<file path="src/rtl/serial_negate_ctrl.sv">
// Word-level negator built around the bit-serial two's-complement stage.
// It clears the stage, shifts the operand in LSB-first and collects the returned bits.
module serial_negate_ctrl #(
    parameter int WIDTH = 8,
    parameter int CW    = 6
) (
    input  logic             t_clk,
    input  logic             r,
    input  logic             start,
    input  logic [WIDTH-1:0] din,
    output logic             busy,
    output logic             done,
    output logic [WIDTH-1:0] dout,
    output logic             ovf,
    output logic             ser_i,
    output logic             ser_r,
    input  logic             ser_y
);

    typedef enum logic [1:0] {IDLE, CLEAR, SHIFT, DONE} state_t;

    localparam logic [CW-1:0] LAST = CW'(WIDTH - 1);

    state_t           state, state_nxt;
    logic [CW-1:0]    cnt;
    logic [WIDTH-1:0] op_sr;
    logic [WIDTH-2:0] res_sr;
    logic [WIDTH-1:0] res_nxt;
    logic             ovf_pend;
    logic             load, shift;

    // The one operand whose negation does not fit: 1 followed by zeros.
    function automatic logic is_most_neg(input logic [WIDTH-1:0] v);
        return v == {1'b1, {(WIDTH-1){1'b0}}};
    endfunction

    assign ser_i   = op_sr[0];
    assign res_nxt = {ser_y, res_sr};

    always_comb begin
        state_nxt = state;
        load      = 1'b0;
        shift     = 1'b0;
        case (state)
            IDLE: begin
                if (start) begin
                    load      = 1'b1;
                    state_nxt = CLEAR;
                end
            end
            CLEAR: state_nxt = SHIFT;
            SHIFT: begin
                shift = 1'b1;
                if (cnt == LAST) state_nxt = DONE;
            end
            DONE: begin
                if (start) begin
                    load      = 1'b1;
                    state_nxt = CLEAR;
                end else begin
                    state_nxt = IDLE;
                end
            end
            default: state_nxt = IDLE;
        endcase
    end

    // Outputs are decoded from the next state so they line up with the state they describe.
    always_ff @(posedge t_clk or posedge r) begin
        if (r) begin
            state    <= IDLE;
            busy     <= 1'b0;
            done     <= 1'b0;
            ser_r    <= 1'b1;
            dout     <= '0;
            ovf      <= 1'b0;
            ovf_pend <= 1'b0;
            cnt      <= '0;
            op_sr    <= '0;
            res_sr   <= '0;
        end else begin
            state <= state_nxt;
            busy  <= (state_nxt == CLEAR) || (state_nxt == SHIFT);
            done  <= (state_nxt == DONE);
            ser_r <= (state_nxt == CLEAR);

            if (load) begin
                op_sr    <= din;
                ovf_pend <= is_most_neg(din);
            end

            if (state == CLEAR) cnt <= '0;

            if (shift) begin
                op_sr  <= op_sr >> 1;
                res_sr <= res_nxt[WIDTH-1:1];
                cnt    <= cnt + 1'b1;
                if (cnt == LAST) begin
                    dout <= res_nxt;
                    ovf  <= ovf_pend;
                end
            end
        end
    end

endmodule

</file>
<file path="config.mk">
export PLATFORM = sky130hd
export DESIGN_NAME = serial_negate_ctrl
export DESIGN_NICKNAME = d
export VERILOG_FILES = /design/src/rtl/serial_negate_ctrl.sv
export SDC_FILE = /design/constraint.sdc
export NUM_CORES = 1
export LEC_CHECK = 0
export CAP_MARGIN = 20
export CELL_PAD_IN_SITES_DETAIL_PLACEMENT = 0
export CELL_PAD_IN_SITES_GLOBAL_PLACEMENT = 1
export CORE_MARGIN = 2
export CORE_UTILIZATION = 35
export CTS_CLUSTER_DIAMETER = 60
export DETAILED_ROUTE_END_ITERATION = 10
export GPL_TIMING_DRIVEN = 0
export PLACE_DENSITY_LB_ADDON = 0.1
export RECOVER_POWER = 100
export SLEW_MARGIN = 5
export SYNTH_ARGS = -nofsm -noshare
export SYNTH_HDL_FRONTEND = slang
export SYNTH_SLANG_ARGS = --single-unit
</file>
<file path="constraint.sdc">
create_clock -name t_clk -period 3.1 [get_ports t_clk]
set_input_delay 0.775 -clock t_clk [delete_from_list [all_inputs] [get_ports t_clk]]
set_output_delay 0.775 -clock t_clk [all_outputs]
set_load 0.03 [all_outputs]
</file>
* Word-level counts from Yosys, hierarchy flattened
Index checks and enable logic that the tools add are counted.
** Word-level totals
- Register bits after elaboration :: 36
- Input bits :: 12
- Output and inout bits :: 13
- Word-level logic and storage cells :: 36
** Cells by class
- Add/sub/neg operators :: 1
- Equal/unequal tests :: 8
- Multiplexer cells :: 11
- Reduce and logical (&&, ||, !) cells :: 6
** Operators by type and width (number)
- $mux W8 :: 2
- $mux W6 :: 2
- $eq A2 B2 Y1 const B :: 4
- $eq A8 B8 Y1 const B :: 1
- $pmux W2 S4 :: 1
- $add A6 B1 Y6 const B :: 1
- $eq A6 B3 Y1 const B :: 1
- $eq A2 B1 Y1 const B :: 2
- $mux W1 :: 4
- $mux W2 :: 2
- $reduce_bool A2 Y1 :: 2
- $logic_not A2 Y1 :: 1
- $reduce_and A2 Y1 :: 1
- $reduce_or A2 Y1 :: 1
- $logic_or A1 B1 Y1 :: 1

* Depth between registers and ports, before layout
Gate-level depths: netlist of the first run.
- Depth after elaboration :: 5
- Gate-level depth with buffers :: 7
- Gate-level depth less buffers :: 6

* Worst setup path before layout of the first run
No wires, ideal clock.
- Path type :: register to register
- Start :: register state[0]
- End :: register busy
- Library setup time :: 126 ps
- Arrival :: 1551 ps
- Data required time :: 2974 ps
- Slack :: 1423 ps
- Stages on the path, launching flop included :: 8
- Buffers on the path :: 2
- Path through :: dfrtp_1 > inv_1 > ha_1 > buf_2 > buf_2 > a22oi_1 > o211ai_1 > ha_1
** Between the ends
- Cells in the longest elaborated chain, start to end :: 4
- Elaborated cells on any way between the ends :: 10
- Classes of those cells :: 5 x eq/ne; 3 x mux; 2 x reduce/logical
** RTL lines
- start, declared :: line 24 : state_t state, state_nxt;
- start signal, assigned :: line 82 : state <= state_nxt;
- $eq A2 B2 Y1, or another cell as far along :: line 44 : case (state)
- $pmux W2 S4 * :: line 44
- $eq A2 B1 Y1 or $eq A2 B2 Y1 (tied branches) :: line 83 : busy <= (state_nxt == CLEAR) || (state_nxt == SHIFT);
- $logic_or A1 B1 Y1 * :: line 83
- end signal, assigned :: line 83
- end, declared :: line 11 : output logic busy,
Every way passes the cells marked *; elsewhere a longest branch is shown, timed or not.
A chain may end at the register's enable or synchronous reset.

* Worst setup path after layout of the first run
- Start :: register ser_r
- End :: output ser_r
** RTL lines
- start, declared :: line 16 : output logic ser_r,
- start signal, assigned :: line 85 : ser_r <= (state_nxt == CLEAR);
No word-level cell between the ends.

==> metrics, run 1 <==
Avg WL per Cell around 13 µm; filler cell count ~420; most frequent cells in the layout dfrtp_1, dlygate4sd3_1, o21ai_0; number of DRC markers in iteration 0 37; Worst Path Arrival between 1.5 and 2 ns; post-synthesis cell count between 100 and 150; hold depth 2; Final GP Congestion between 0.7 and 0.8; fin util ~45%; post-synthesis register bit count 36; Total GRT Usage ~12%; unrepaired setup endpoints after global routing false; Startpoint Class register; Max-Cap Viols 0; reg2reg setup slack ~0.84 ns; ratio of total power to cell area roughly 810 nW/µm²; WHS Endpoint ovf_pend$_DFFE_PP0P_; Antenna diodes 0; Nets between 150 and 200; GRT overflow 0; I/O pin count 25; post-route minimum period 2.300 ns; Mapped Avg Cell Area 12.70 µm²; post-layout total power roughly 1600 µW; share of cells above drive strength 1 between 10% and 20%; detailed-router iteration count before antenna repair 4; Final HPWL DP a little under 2000 µm; Top delay family on crit path buffers and inverters; Hold Buf Count CTS 0; # setup viols final 0; crit-path cells dlygate4sd3_1; Max clock buf depth 2; post-route setup TNS 0 ns; H-Tree Depth 2; I/O Buffers 24; Clock transition at path regs 0.07 ns; Die Y-Extent between 70 and 80 µm; CTS tree yes; core area between 4000 and 5000 µm²; synthesis warning total 0; worst path buffer plus inverter count 1; Starting Density ~36%; period utilization 74.19%; vias in the first global route about 1100; cts bufs inserted 5; largest net degree at the start of global routing 37; reg2reg start state[0]$_DFF_PP0_; crit path max fanout 1; slew at the pin closest to its max-slew limit approximately 1.3 ns; drc violations 0; syn nets roughly 140; Leak Pwr 0.0009239 µW; Clock Latency Late Sink between 0.2 and 0.3 ns; status complete, no violations; final wirelength 2725 µm; Mapped Area 1588 µm²; Hold Violations, Final 0; Min-Delay Startpoint ovf_pend$_DFFE_PP0P_; clk sinks 36; Final ANT Viol Nets 0; max incr delay on CP 0.73 ns; die width 71.36 µm; commonest non-fill, non-tap cell in the layout dfrtp_1; area delta synth->final 22.46%; worst reg2reg endpoint busy$_DFF_PP0_; post-CTS setup buffer count 0; via count between 1000 and 1500; Rows 24; FMAX 434.8 MHz; Die ar. 5092 µm²; placed instance area 1893 µm²; Min-Delay Path Class reg -> reg; Setup crit end kind primary output; slowest CP cell dlygate4sd3_1; R2R depth 7; Worst EP required 2.32 ns; final instance area about 1900 µm²; CP Class reg -> out; Worst Clk Skew between 0.004 and 0.005 ns; Max Slew Vio Count 0; Resize count post-CTS 0; Via density 4.943; VDD IR-drop max about 0.38 mV; initial antenna violation count 0; Root Buffer clkbuf_8; Max-slew headroom roughly an eighth; Netlist cell types 28; global-route wire length before repair 4892 µm; Seq/Total Area, Yosys a little under three fifths
[worst register-to-register path, stage by stage (launching register included)]
cell and delay (ns):
dfrtp_1 0.41, inv_1 0.09, ha_1 0.17, clkbuf_1 0.40, clkbuf_1 0.43, a22oi_1 0.19, o211ai_1 0.18, ha_1 0.28
[worst max-delay path by stage]
stage | startpoint | to | slack (ns) | cells after the start
after floorplan | state[0]$_DFF_PP0_ | busy$_DFF_PP0_ | 1.42 | 7
after global placement | r | cnt[3]$_DFFE_PP0P_ | 0.68 | 2
after detailed placement | start | busy$_DFF_PP0_ | 1.04 | 4
after CTS | ser_r$_DFF_PP1_ | ser_r | 0.85 | 1
after global routing | state[0]$_DFF_PP0_ | busy$_DFF_PP0_ | 0.66 | 7
final | ser_r$_DFF_PP1_ | ser_r | 0.80 | 1
[where the power goes]
part	total, µW	switching, µW	internal, µW
clock	344	163	180
sequential	689	74.8	614
combinational	541	303	237
total	1570	541	1030
[routing by layer]
layer  wire [µm]  GRT usage [%]  vias to the layer above
met1        1291          15.25                      502
met2        1297          20.16                       19
li1            -              -                      505
met5           0              0                        -
met4          48          5.031                        0
met3          87          4.219                        7
[metrics by stage]
stage	cells	hold slack (ns)	setup WS, ns
after CTS	209	0.4955	0.8507
after detailed placement	201	0.4778	1.045
after global placement	201	0.4633	0.6816
after floorplan	125	0.4500	1.423
after global routing	209	0.5113	0.6643
final	209	0.4812	0.8002
[layout make-up]
type	count	area, µm²	area share, %
flip-flops and latches	36	902.1	46.40
multi-input cells	78	600.6	30.89
repair buffers	24	240.2	12.36
clock buffers	7	86.33	4.440
well taps	52	65.06	3.346
inverters	6	22.52	1.158
plain buffers	5	20.02	1.030
clock inverters	1	7.507	0.3861
[cell families (layout without fill, tap and decap cells)]
family | count (synthesis) | after routing | share of synthesized area [%]
XOR/XNOR | 1 | 1 | 0.5517
AO/OA/AOI/OAI | 19 | 19 | 6.934
AND/OR/NAND/NOR | 27 | 27 | 8.748
multiplexers | 25 | 25 | 18.91
flip-flops | 36 | 36 | 56.82
buffers and inverters | 11 | 43 | 3.309
adder cells (fa/ha/maj) | 6 | 6 | 4.728
[sequential cells by signal, summed over array words and instances, names as in the netlist]
name      cells
dout          8
res_sr        7
ovf           1
done          1
cnt           6
ser_r         1
busy          1
ovf_pend      1
op_sr         8
state         2
[cell usage after synthesis]
master | n | area (µm²)
a22oi_1 | 1 | 7.510
nor4b_1 | 1 | 8.760
o311ai_0 | 1 | 8.760
o211ai_1 | 2 | 15.01
ha_1 | 6 | 75.07
o21ai_0 | 13 | 65.06
dfstp_2 | 1 | 26.28
nor2_1 | 3 | 11.26
mux2i_1 | 9 | 90.09
clkbuf_1 | 1 | 3.750
nand2b_1 | 1 | 6.260
mux2_4 | 8 | 120.1
nor2b_1 | 1 | 6.260
nand3b_1 | 1 | 7.510
a21oi_1 | 1 | 5.000
nor4b_2 | 1 | 15.01
mux2_2 | 8 | 90.09
dfrtp_1 | 35 | 875.8
nor4_1 | 1 | 6.260
buf_6 | 1 | 11.26
nand3_1 | 4 | 20.02
inv_1 | 6 | 22.52
nand4_1 | 1 | 6.260
or3_1 | 1 | 6.260
buf_2 | 3 | 15.01
nand2_1 | 12 | 45.04
xor2_1 | 1 | 8.760
o2bb2ai_1 | 1 | 8.760
(Power assumes the default switching activity.)
==> run 2, diff against run 1 <==
==> constraint.sdc (replaced) <==
create_clock -name t_clk -period 2.3 [get_ports t_clk]
set_input_delay 0.575 -clock t_clk [delete_from_list [all_inputs] [get_ports t_clk]]
set_output_delay 0.575 -clock t_clk [all_outputs]
set_load 0.03 [all_outputs]
==> metrics, run 2 (same netlist as run 1, synthesis figures left out) <==
status complete, no violations; FMAX roughly 480 MHz; vias in the first global route 1053; Hold Buf Count CTS 0; Fin Hold WS roughly 0.48 ns; final wirelength roughly 2700 µm; area delta synth->final 22.77%; max incr delay on CP about 0.73 ns; Antenna diodes 0; Final ANT Viol Nets 0; post-CTS setup buffer count 0; Largest regs dout x8, op_sr x8, res_sr x7; Max-slew headroom between 10% and 20%; crit path max fanout 1; clk sinks 36; Root Buffer clkbuf_8; ratio of total power to cell area ~1100 nW/µm²; cts bufs inserted 5; I/O pin count 25; Startpoint Class register; crit-path cells dlygate4sd3_1; global-route wire length before repair between 4000 and 5000 µm; core area 4354 µm²; CTS tree yes; Top delay family on crit path buffers and inverters; Min-Delay Path Class reg -> reg; Max clock buf depth 2; FF/Latch Area around 900 µm²; die width 71.36 µm; Worst Clk Skew 0.004923 ns; filler cell count 420; most frequent cells in the layout dfrtp_1, o21ai_0, dlygate4sd3_1; Max-Cap Viols 0; multi-input logic area between 500 and 600 µm²; unrepaired setup endpoints after global routing false; Total GRT Usage between 10% and 20%; Avg WL per Cell 13.02 µm; Hold Violations, Final 0; Rows 24; post-route minimum period 2.099 ns; via count 1026; Final HPWL DP about 2000 µm; H-Tree Depth 2; post-route setup TNS 0 ns; share of cells above drive strength 1 approximately 12%; number of DRC markers in iteration 0 36; initial antenna violation count 0; Starting Density a little over a third; VDD IR-drop max ~0.52 mV; GRT overflow 0; Final GP Congestion a little under 0.8; Die ar. between 5000 and 6000 µm²; Clock transition at path regs around 0.070 ns; # setup viols final 0; Setup crit end kind primary output; largest net degree at the start of global routing 37; Worst EP required ~1.7 ns; Nets 174; Max Slew Vio Count 0; Leak Pwr between 0.0009 and 0.001 µW; period utilization between 90% and 100%; Resize count post-CTS 0; I/O Buffers 24; CP Class reg -> out; Die Y-Extent ~70 µm; commonest non-fill, non-tap cell in the layout dfrtp_1; detailed-router iteration count before antenna repair 4; worst path buffer plus inverter count 1; Clock Latency Late Sink 0.28 ns; Via density between 4 and 5; drc violations 0; slew at the pin closest to its max-slew limit approximately 1.3 ns; Worst Path Arrival 1.52 ns; slowest CP cell dlygate4sd3_1
## run 2: cell types whose count changed in the layout (fill, tap and decap cells not counted)
cell / previous run / this run
buf_2: 1 / 2
buf_6: 0 / 1
clkbuf_1: 5 / 3
clkdlybuf4s50_1: 9 / 11
dlygate4sd3_1: 15 / 13
mux2_1: 7 / 8
mux2_4: 1 / 0
## run 2: final cells by class
type                            instances  share of cell area (%)
Multi-Input combinational cell         78                   30.62
Timing Repair Buffer                   24                   12.32
Inverter                                6                   1.155
Sequential cell                        36                   46.28
Tap cell                               52                   3.338
Buffer                                  5                   1.476
Clock buffer                            7                   4.429
Clock inverter                          1                  0.3851
## run 2: tightest hold or removal path, stage by stage (launching register included)
cell	delay, ns
dfrtp_1	0.34
nand2_1	0.05
o21ai_0	0.06
## run 2: path summary, 6_finish.rpt
| kind | startpoint | to | slack, ns | cells past startpoint |
|---|---|---|---|---|
| min in group asynchronous | r | op_sr[2]$_DFFE_PP0P_ | 0.96 | 2 |
| hold / removal | ovf_pend$_DFFE_PP0P_ | ovf_pend$_DFFE_PP0P_ | 0.48 | 2 |
| hold reg to reg | ovf_pend$_DFFE_PP0P_ | ovf_pend$_DFFE_PP0P_ | 0.48 | 2 |
| max in group asynchronous | r | dout[6]$_DFFE_PP0P_ | 0.55 | 2 |
| setup reg to reg | state[0]$_DFF_PP0_ | op_sr[3]$_DFFE_PP0P_ | 0.35 | 6 |
| setup / recovery | ser_r$_DFF_PP1_ | ser_r | 0.20 | 1 |
## run 2: metrics by stage
step	setup slack (ns)	cells	power, µW	util, %	cell area, µm²
finish	0.2014	209	2121	44.77	1949
global route	0.1412	209	2302	44.77	1949
CTS	0.2507	209	2182	45.63	1987
detailed placement	0.4078	201	1709	43.48	1893
global placement	0.08164	201	1685	43.48	1893
floorplan	0.6228	125	1485	-	1588
## run 2: metal layers
layer / GRT usage, % / vias up / part of all wire (%)
met5: 0 / - / 0
met4: 5.031 / 0 / 2.0
met3: 4.219 / 8 / 3.6
met2: 20.16 / 18 / 48
met1: 15.25 / 498 / 47
li1: - / 502 / -
## run 2: power by group
| group | total [µW] | internal [µW] | switching, µW |
|---|---|---|---|
| Combinational | 731 | 323 | 408 |
| Sequential | 928 | 828 | 100 |
| Clock | 462 | 243 | 219 |
